File: src/rtl/cond_loop_gen.sv
// rtl/cond_loop_gen.sv - conditional loop sequencer with blocking/non-blocking call, join and yield
module cond_loop_gen #(
    parameter int WIDTH    = 32,
    parameter int MAX_ITER = 2**16
) (
    input  logic             clk,
    input  logic             reset,
    input  logic [WIDTH-1:0] limit_in,
    input  logic [WIDTH-1:0] step_in,
    input  logic [1:0]       mode_in,
    input  logic             run_req,
    output logic             run_busy,
    input  logic             start_req,
    output logic             start_busy,
    input  logic             join_req,
    output logic             join_busy,
    input  logic             yield_req,
    output logic             yield_busy,
    output logic [WIDTH-1:0] count_out,
    output logic [WIDTH-1:0] iter_out,
    output logic             done_out,
    output logic             overflow_out
);

    typedef enum logic [1:0] {IDLE, LOOP, PAUSE, DONE} state_t;

    localparam logic [63:0] MAX_ITER_W = 64'(MAX_ITER);

    state_t           state_q, state_d;
    logic [WIDTH-1:0] limit_q, limit_d;
    logic [WIDTH-1:0] step_q, step_d;
    logic [1:0]       mode_q, mode_d;
    logic [WIDTH-1:0] count_d, iter_d;
    logic             overflow_d, done_d;
    logic             run_busy_d, start_busy_d, join_busy_d, yield_busy_d;
    logic             cond;
    logic             iter_hit;

    always_comb begin
        case (mode_q)
            2'd0:    cond = count_out < limit_q;
            2'd1:    cond = count_out != limit_q;
            2'd2:    cond = $signed(count_out) < $signed(limit_q);
            default: cond = count_out <= limit_q;
        endcase
    end

    assign iter_hit = 64'(iter_out) >= MAX_ITER_W;

    always_comb begin
        state_d      = state_q;
        limit_d      = limit_q;
        step_d       = step_q;
        mode_d       = mode_q;
        count_d      = count_out;
        iter_d       = iter_out;
        overflow_d   = overflow_out;
        done_d       = 1'b0;
        run_busy_d   = run_busy;
        start_busy_d = 1'b0;
        join_busy_d  = join_busy;
        yield_busy_d = 1'b0;
        case (state_q)
            IDLE: begin
                if (run_req || start_req) begin
                    limit_d      = limit_in;
                    step_d       = step_in;
                    mode_d       = mode_in;
                    count_d      = '0;
                    iter_d       = '0;
                    overflow_d   = 1'b0;
                    run_busy_d   = run_req;
                    start_busy_d = !run_req;
                    state_d      = LOOP;
                end
            end
            LOOP, PAUSE: begin
                if (join_req) begin
                    join_busy_d = 1'b1;
                end
                // A PAUSE cycle with yield low evaluates like LOOP, so the stall
                // equals exactly the number of cycles yield was held.
                if (yield_req) begin
                    yield_busy_d = 1'b1;
                    state_d      = PAUSE;
                end else if (iter_hit) begin
                    overflow_d = 1'b1;
                    done_d     = 1'b1;
                    state_d    = DONE;
                end else if (cond) begin
                    count_d = count_out + step_q;
                    iter_d  = iter_out + 1'b1;
                    state_d = LOOP;
                end else begin
                    done_d  = 1'b1;
                    state_d = DONE;
                end
            end
            default: begin
                run_busy_d  = 1'b0;
                join_busy_d = 1'b0;
                state_d     = IDLE;
            end
        endcase
    end

    always_ff @(posedge clk) begin
        if (reset) begin
            state_q      <= IDLE;
            limit_q      <= '0;
            step_q       <= '0;
            mode_q       <= '0;
            count_out    <= '0;
            iter_out     <= '0;
            overflow_out <= 1'b0;
            done_out     <= 1'b0;
            run_busy     <= 1'b0;
            start_busy   <= 1'b0;
            join_busy    <= 1'b0;
            yield_busy   <= 1'b0;
        end else begin
            state_q      <= state_d;
            limit_q      <= limit_d;
            step_q       <= step_d;
            mode_q       <= mode_d;
            count_out    <= count_d;
            iter_out     <= iter_d;
            overflow_out <= overflow_d;
            done_out     <= done_d;
            run_busy     <= run_busy_d;
            start_busy   <= start_busy_d;
            join_busy    <= join_busy_d;
            yield_busy   <= yield_busy_d;
        end
    end

endmodule

File: config.mk
export PLATFORM = sky130hd
export DESIGN_NAME = cond_loop_gen
export DESIGN_NICKNAME = d
export VERILOG_FILES = /design/src/rtl/cond_loop_gen.sv
export SDC_FILE = /design/constraint.sdc
export NUM_CORES = 1
export LEC_CHECK = 0
export ABC_AREA = 0
export CAP_MARGIN = 0
export CORE_ASPECT_RATIO = 1.1
export CORE_MARGIN = 2
export CORE_UTILIZATION = 35
export DETAILED_ROUTE_END_ITERATION = 10
export SLEW_MARGIN = 30
export SYNTH_ARGS = -nofsm -noshare
export SYNTH_HDL_FRONTEND = slang
export SYNTH_SLANG_ARGS = --single-unit
File: constraint.sdc
create_clock -name clk -period 6.1 [get_ports clk]
set_input_delay 0.915 -clock clk [delete_from_list [all_inputs] [get_ports clk]]
set_output_delay 0.915 -clock clk [all_outputs]
set_load 0.02 [all_outputs]
# == Word-level counts from Yosys, hierarchy flattened ==
# Index checks and enable logic that the tools add are counted.
# totals
inputBits,72
out_inout_bits,70
reg_bits,138
wordCells,72
# classes
n_lt_le_gt_ge,4
muxes,26
n_addsub,2
n_eq_ne,11
n_reduce_logical,14
bitwise_logic,3
# ops
cell,count
two-way mux 32 bit,7
one-hot mux 32 bit (2 select lines),2
less-than comparator 32 bit,2
adder 32 x 1 -> 32 bit (second input constant),1
adder 32 bit,1
greater-or-equal comparator 32 x 17 -> 1 bit (second input constant),1
less-or-equal comparator 32 bit,1
!= test 32 bit,1
!= test 2 bit (second input constant),6
two-way mux 1 bit,8
two-way mux 2 bit,4
one-hot mux 1 bit (2 select lines),3
AND reduction 2 bit,3
OR reduction 3 bit,2
AND reduction 5 bit,1
equality test 2 x 1 -> 1 bit (second input constant),2
equality test 2 bit (second input constant),2
logical NOT 2 bit,2
one-hot mux 2 bit (2 select lines),1
AND reduction 4 bit,1
OR reduction 2 bit,2
NOT 1 bit,3
one-hot mux 1 bit (3 select lines),1
nonzero test 2 bit,1
2 further kinds,2

# == Logic depth before layout (Yosys ltp) ==
# logic_depth
ltp_word,6
mapped_depth,15
ltp_nobuf,12

# == Least setup slack after synthesis ==
# No wires, ideal clock.
# synth_timing
kind,register -> register
start,register count_out[0]
end,register count_out[30]
required_ns,5.978
period_less_slack_ns,3.085
slack_ns,3.015
setup_time_ns,0.122
arrival_time_ns,2.963
path_stages_with_launch,13
path_buffers,0
cell_sequence,dfxtp_1 ha_1 fa_1 a21o_1 a211oi_2 o31ai_4 a211oi_1 o41ai_2 a41oi_1 o31ai_2 a31oi_1 nor4_1 a311o_1
# synth_via
elab_chain_cells,5
word_cells_on_any_way,12
cone_classes,1 x add/sub; 3 x order compare; 2 x eq/ne; 5 x mux; 1 x reduce/logical
# synth_rtl
item,line_no,text
from (decl),19,"output logic [WIDTH-1:0] count_out,"
from (signal assigned),126,count_out <= count_d;
adder 32 bit,91,count_d = count_out + step_q;
two-way mux 32 bit,90,end else if (cond) begin
two-way mux 32 bit,86,end else if (iter_hit) begin
two-way mux 32 bit,83,if (yield_req) begin
one-hot mux 32 bit (2 select lines),63,case (state_q)
# Several ways; a longest one is shown, not always the timed one. The select of a mux whose other input is x is not followed.
# A chain may end at the register's enable or synchronous reset.

# == Worst setup path after layout ==
# layout_timing
start,register state_q[1]
end,register iter_out[10]
# layout_via
elab_chain_cells,4
word_cells_on_any_way,11
cone_classes,6 x eq/ne; 1 x mux; 4 x reduce/logical
# layout_rtl
item,line_no,text
from (decl),29,"state_t state_q, state_d;"
from (signal assigned),122,state_q <= state_d;
equality test 2 x 1 -> 1 bit or equality test 2 bit (tied branches),63,
OR reduction 2 bit,63,
!= test 2 bit (no line) or nonzero test 2 bit (tied branches),n/a,
AND reduction 5 bit (no line),n/a,
to (signal assigned),127,iter_out <= iter_d;
to (decl),20,"output logic [WIDTH-1:0] iter_out,"
# Several ways; a longest one is shown, not always the timed one.

==> key figures <==
Synth
  – Top cells by area, synth: dfxtp_1, ha_1, nand2_1
  – Synth top area share: 36.1%
  – Syn_area_per_cell: 7.90 um2
  – Predominant post-synthesis flop cell: dfxtp_1
  – Syn_nets: 1109
  – Register area share after synthesis: 36.1%
  – Number of enable flip-flop cells after synthesis: 0
  – Synth Instances: 969
  – Synthesized area: 0.00765 mm2
  – Ys async rst share: 0%
  – Synth cell types: 60
  – Post-synth top area cell: dfxtp_1
  – Flops & latches, synth: 138
  – Synthesis warning total: 0

Placed design
  – Post-DP HPWL: 15.0 mm
  – RePlAce Congestion: 0.798
  – Post-placement cell count: 1359
  – # port buffers: 141

Critical path
  – RR Endpoint: iter_out[10]
  – Worst r2r src: state_q[1]
  – Worst R2R Setup Slack: 2.34 ns
  – Critical path's top delay family: simple AND/OR/NAND/NOR gates
  – Startpoint types: register
  – WP buf/inv: 3
  – WP data required: 6.44 ns
  – Max Fanout on Critical Path: 35
  – Worst-path cell chain: inv_1 > ha_2 > buf_4 > nand2b_1 > nor2_1 > o21bai_1 > nor2_1 > a41oi_1 > and2_2 > buf_4 > or4_1 > a21oi_1
  – CP arrival: 4.10 ns
  – Cells on worst reg2reg path: 12
  – Slowest stage cell, crit path: ha_2
  – Crit path from: state_q[1]
  – Worst setup EP type: register
  – Critical path type: register to register
  – Worst path max stage delay: 0.63 ns

Timing
  – Fin Setup TNS: 0 ns
  – Fin. max-slew vios: 0
  – Relative slew slack: 44.5%
  – Maximum clock rate: 266 MHz
  – Min cycle time layout: 3.76 ns
  – Tcrit/Tclk final: 61.6%
  – Clock skew: 0.00917 ns
  – Worst slew pin tran: 0.827 ns
  – Final Hold Vio Count: 0
  – Final setup viols: 0
  – RSZ-0062 raised after global routing: no

Die
  – Chip width: 145 um
  – Rows: 56
  – Core area: 0.0214 mm2
  – DIE HEIGHT: 159 um
  – Boundary Pins: 142
  – Die ar.: 0.0231 mm2
  – Starting Density: 35.8%

Clocking
  – Cts repair resizes: 0
  – # Post-CTS Setup Buffers: 0
  – Worst skew pair latency: 0.42 ns
  – CTS tree: yes
  – Clock transition at path regs: 0.06 ns
  – CTS H-tree depth: 4
  – TritonCTS Buffers: 17
  – Clk buf depth: 2
  – Hold-fix buffers, CTS: 0
  – Clock sinks: 138
  – Root Buffer: clkbuf_16

Final layout
  – Area Growth Syn to Fin: 29.8%
  – Diodes inserted: 0
  – Fill cells: 2178
  – Layout cells sized above 1: 4.90%
  – Nets: 1228
  – Finished Layout Cells: 1391
  – Util after Layout: 46.5%

Global route
  – Grt ovf: 0
  – Global-route usage over all layers: 18.3%
  – Vias in the first global route: 6855
  – Global-route wire length before repair: 34.7 mm
  – Initial antenna violation count: 1
  – Largest net degree at the start of global routing: 68

Status
  – Status: finished clean

Route
  – Vias after detailed routing: 7197
  – Total Wirelength: 21.4 mm
  – Starting DRC count in detailed routing: 282
  – DR WL/cell: 15.4 um
  – # DRC: 0
  – Vias per cell: 5.17
  – ANT nets after route: 0
  – Pre-antenna DRT Iters: 5

Power
  – Max VDD drop: 190 uV
  – Total power per unit cell area: 380 mW/mm2
  – Static Leak: 4.05 nW

Worst hold path
  – Launch point of the worst hold path: limit_q[1]
  – Hold Path Cell Cnt: 2
  – Hold path endpoint: limit_q[1]
  – Hold Crit Class: register to register

Run
  – Number of max-cap violations: 0
[metrics by stage]
stage	power, mW	instance area (um2)	hold WS [ns]	worst slack (ns)
floorplan	2.20	7650	0.436	3.02
global route	4.04	9930	0.470	2.05
CTS	3.82	9930	0.454	2.36
global placement	2.69	9310	0.444	1.92
finish	3.78	9930	0.453	2.34
detailed placement	2.70	9310	0.447	1.97
[worst register-to-register path, stage by stage (launching register included)]
cell and delay, ns:
dfxtp_1 0.36, inv_1 0.06, ha_2 0.63, buf_4 0.47, nand2b_1 0.18, nor2_1 0.12, o21bai_1 0.15, nor2_1 0.17
a41oi_1 0.08, and2_2 0.44, buf_4 0.35, or4_1 0.53, a21oi_1 0.15
[layout make-up]
cell class | instances | area, um2 | share of cell area [%]
Clock inverter | 15 | 199 | 2.00
Multi-Input combinational cell | 729 | 4520 | 45.5
Tap cell | 290 | 363 | 3.65
Sequential cell | 138 | 2760 | 27.8
Timing Repair Buffer | 147 | 1450 | 14.6
Inverter | 55 | 206 | 2.08
Clock buffer | 17 | 425 | 4.28
[flip-flops by register name, indices dropped and copies added, names as in the netlist, 2 cells and up]
register / count
step_q: 32
count_out: 32
mode_q: 2
iter_out: 32
state_q: 2
limit_q: 32
[Yosys cell counts (6+ instances only)]
| cell | number |
|---|---|
| nand2_1 | 196 |
| inv_1 | 55 |
| or4_1 | 7 |
| clkbuf_1 | 37 |
| nand3b_1 | 9 |
| nand2b_1 | 6 |
| a31oi_1 | 18 |
| nand4_1 | 13 |
| ha_1 | 67 |
| dfxtp_1 | 138 |
| o21a_1 | 6 |
| o21ai_0 | 14 |
| nor3_1 | 11 |
| and2_1 | 11 |
| buf_2 | 6 |
| a21oi_1 | 131 |
| nor4_1 | 8 |
| xnor2_1 | 13 |
| xor2_1 | 10 |
| o21bai_1 | 7 |
| a41oi_1 | 12 |
| and3_1 | 17 |
| a211oi_1 | 8 |
| nor2_1 | 31 |
| nand3_1 | 42 |
| a21o_1 | 28 |
| nand4b_1 | 10 |
[power by group]
group / internal [mW] / leakage [nW] / switching (mW)
logic: 0.496 / 2.62 / 1.05
registers: 1.03 / 1.13 / 0.101
clock network: 0.684 / 0.303 / 0.417
[layout by cell type (no fill, tap or decap), types with 9 or more instances in the layout]
cell             instances
nand3_1                 42
nand4_1                 13
nand3b_1                 9
o21ai_0                 14
a41oi_1                 12
and2_1                  10
nand2_1                195
nand4b_1                10
nor3_1                  11
a31oi_1                 18
xor2_1                  10
clkdlybuf4s50_1        140
inv_1                   55
nor2_1                  30
and3_1                  17
a21oi_1                131
xnor2_1                 13
ha_1                    66
a21o_1                  28
dfxtp_1                138
clkbuf_16               17
[cells by family after synthesis]
logic type               count (synthesis)  share of synthesized area, %
AND/OR/NAND/NOR                        379                          23.5
AO/OA/AOI/OAI                          257                          21.2
flip-flops                             138                          36.1
adder cells (fa/ha/maj)                 68                          11.2
XOR/XNOR                                23                          2.63
multiplexers                             2                         0.262
buffers and inverters                  102                          5.10
[worst max path at each step]
stage | endpoint | slack, ns | depth (start not counted)
after CTS | iter_out[10] | 2.36 | 12
after detailed placement | iter_out[8] | 1.97 | 9
after global placement | count_out[22] | 1.92 | 9
after global routing | iter_out[10] | 2.05 | 12
after floorplan | count_out[30] | 3.02 | 12
final | iter_out[10] | 2.34 | 12
[layer usage]
layer / up-vias / GRT usage (%) / routed length (um)
met5: - / 0 / 13
met4: 2 / 4.23 / 147
met3: 15 / 4.07 / 958
met2: 161 / 31.6 / 10200
met1: 3350 / 23.3 / 9990
li1: 3669 / - / -
No activity file was read; power rests on OpenSTA's default activity.
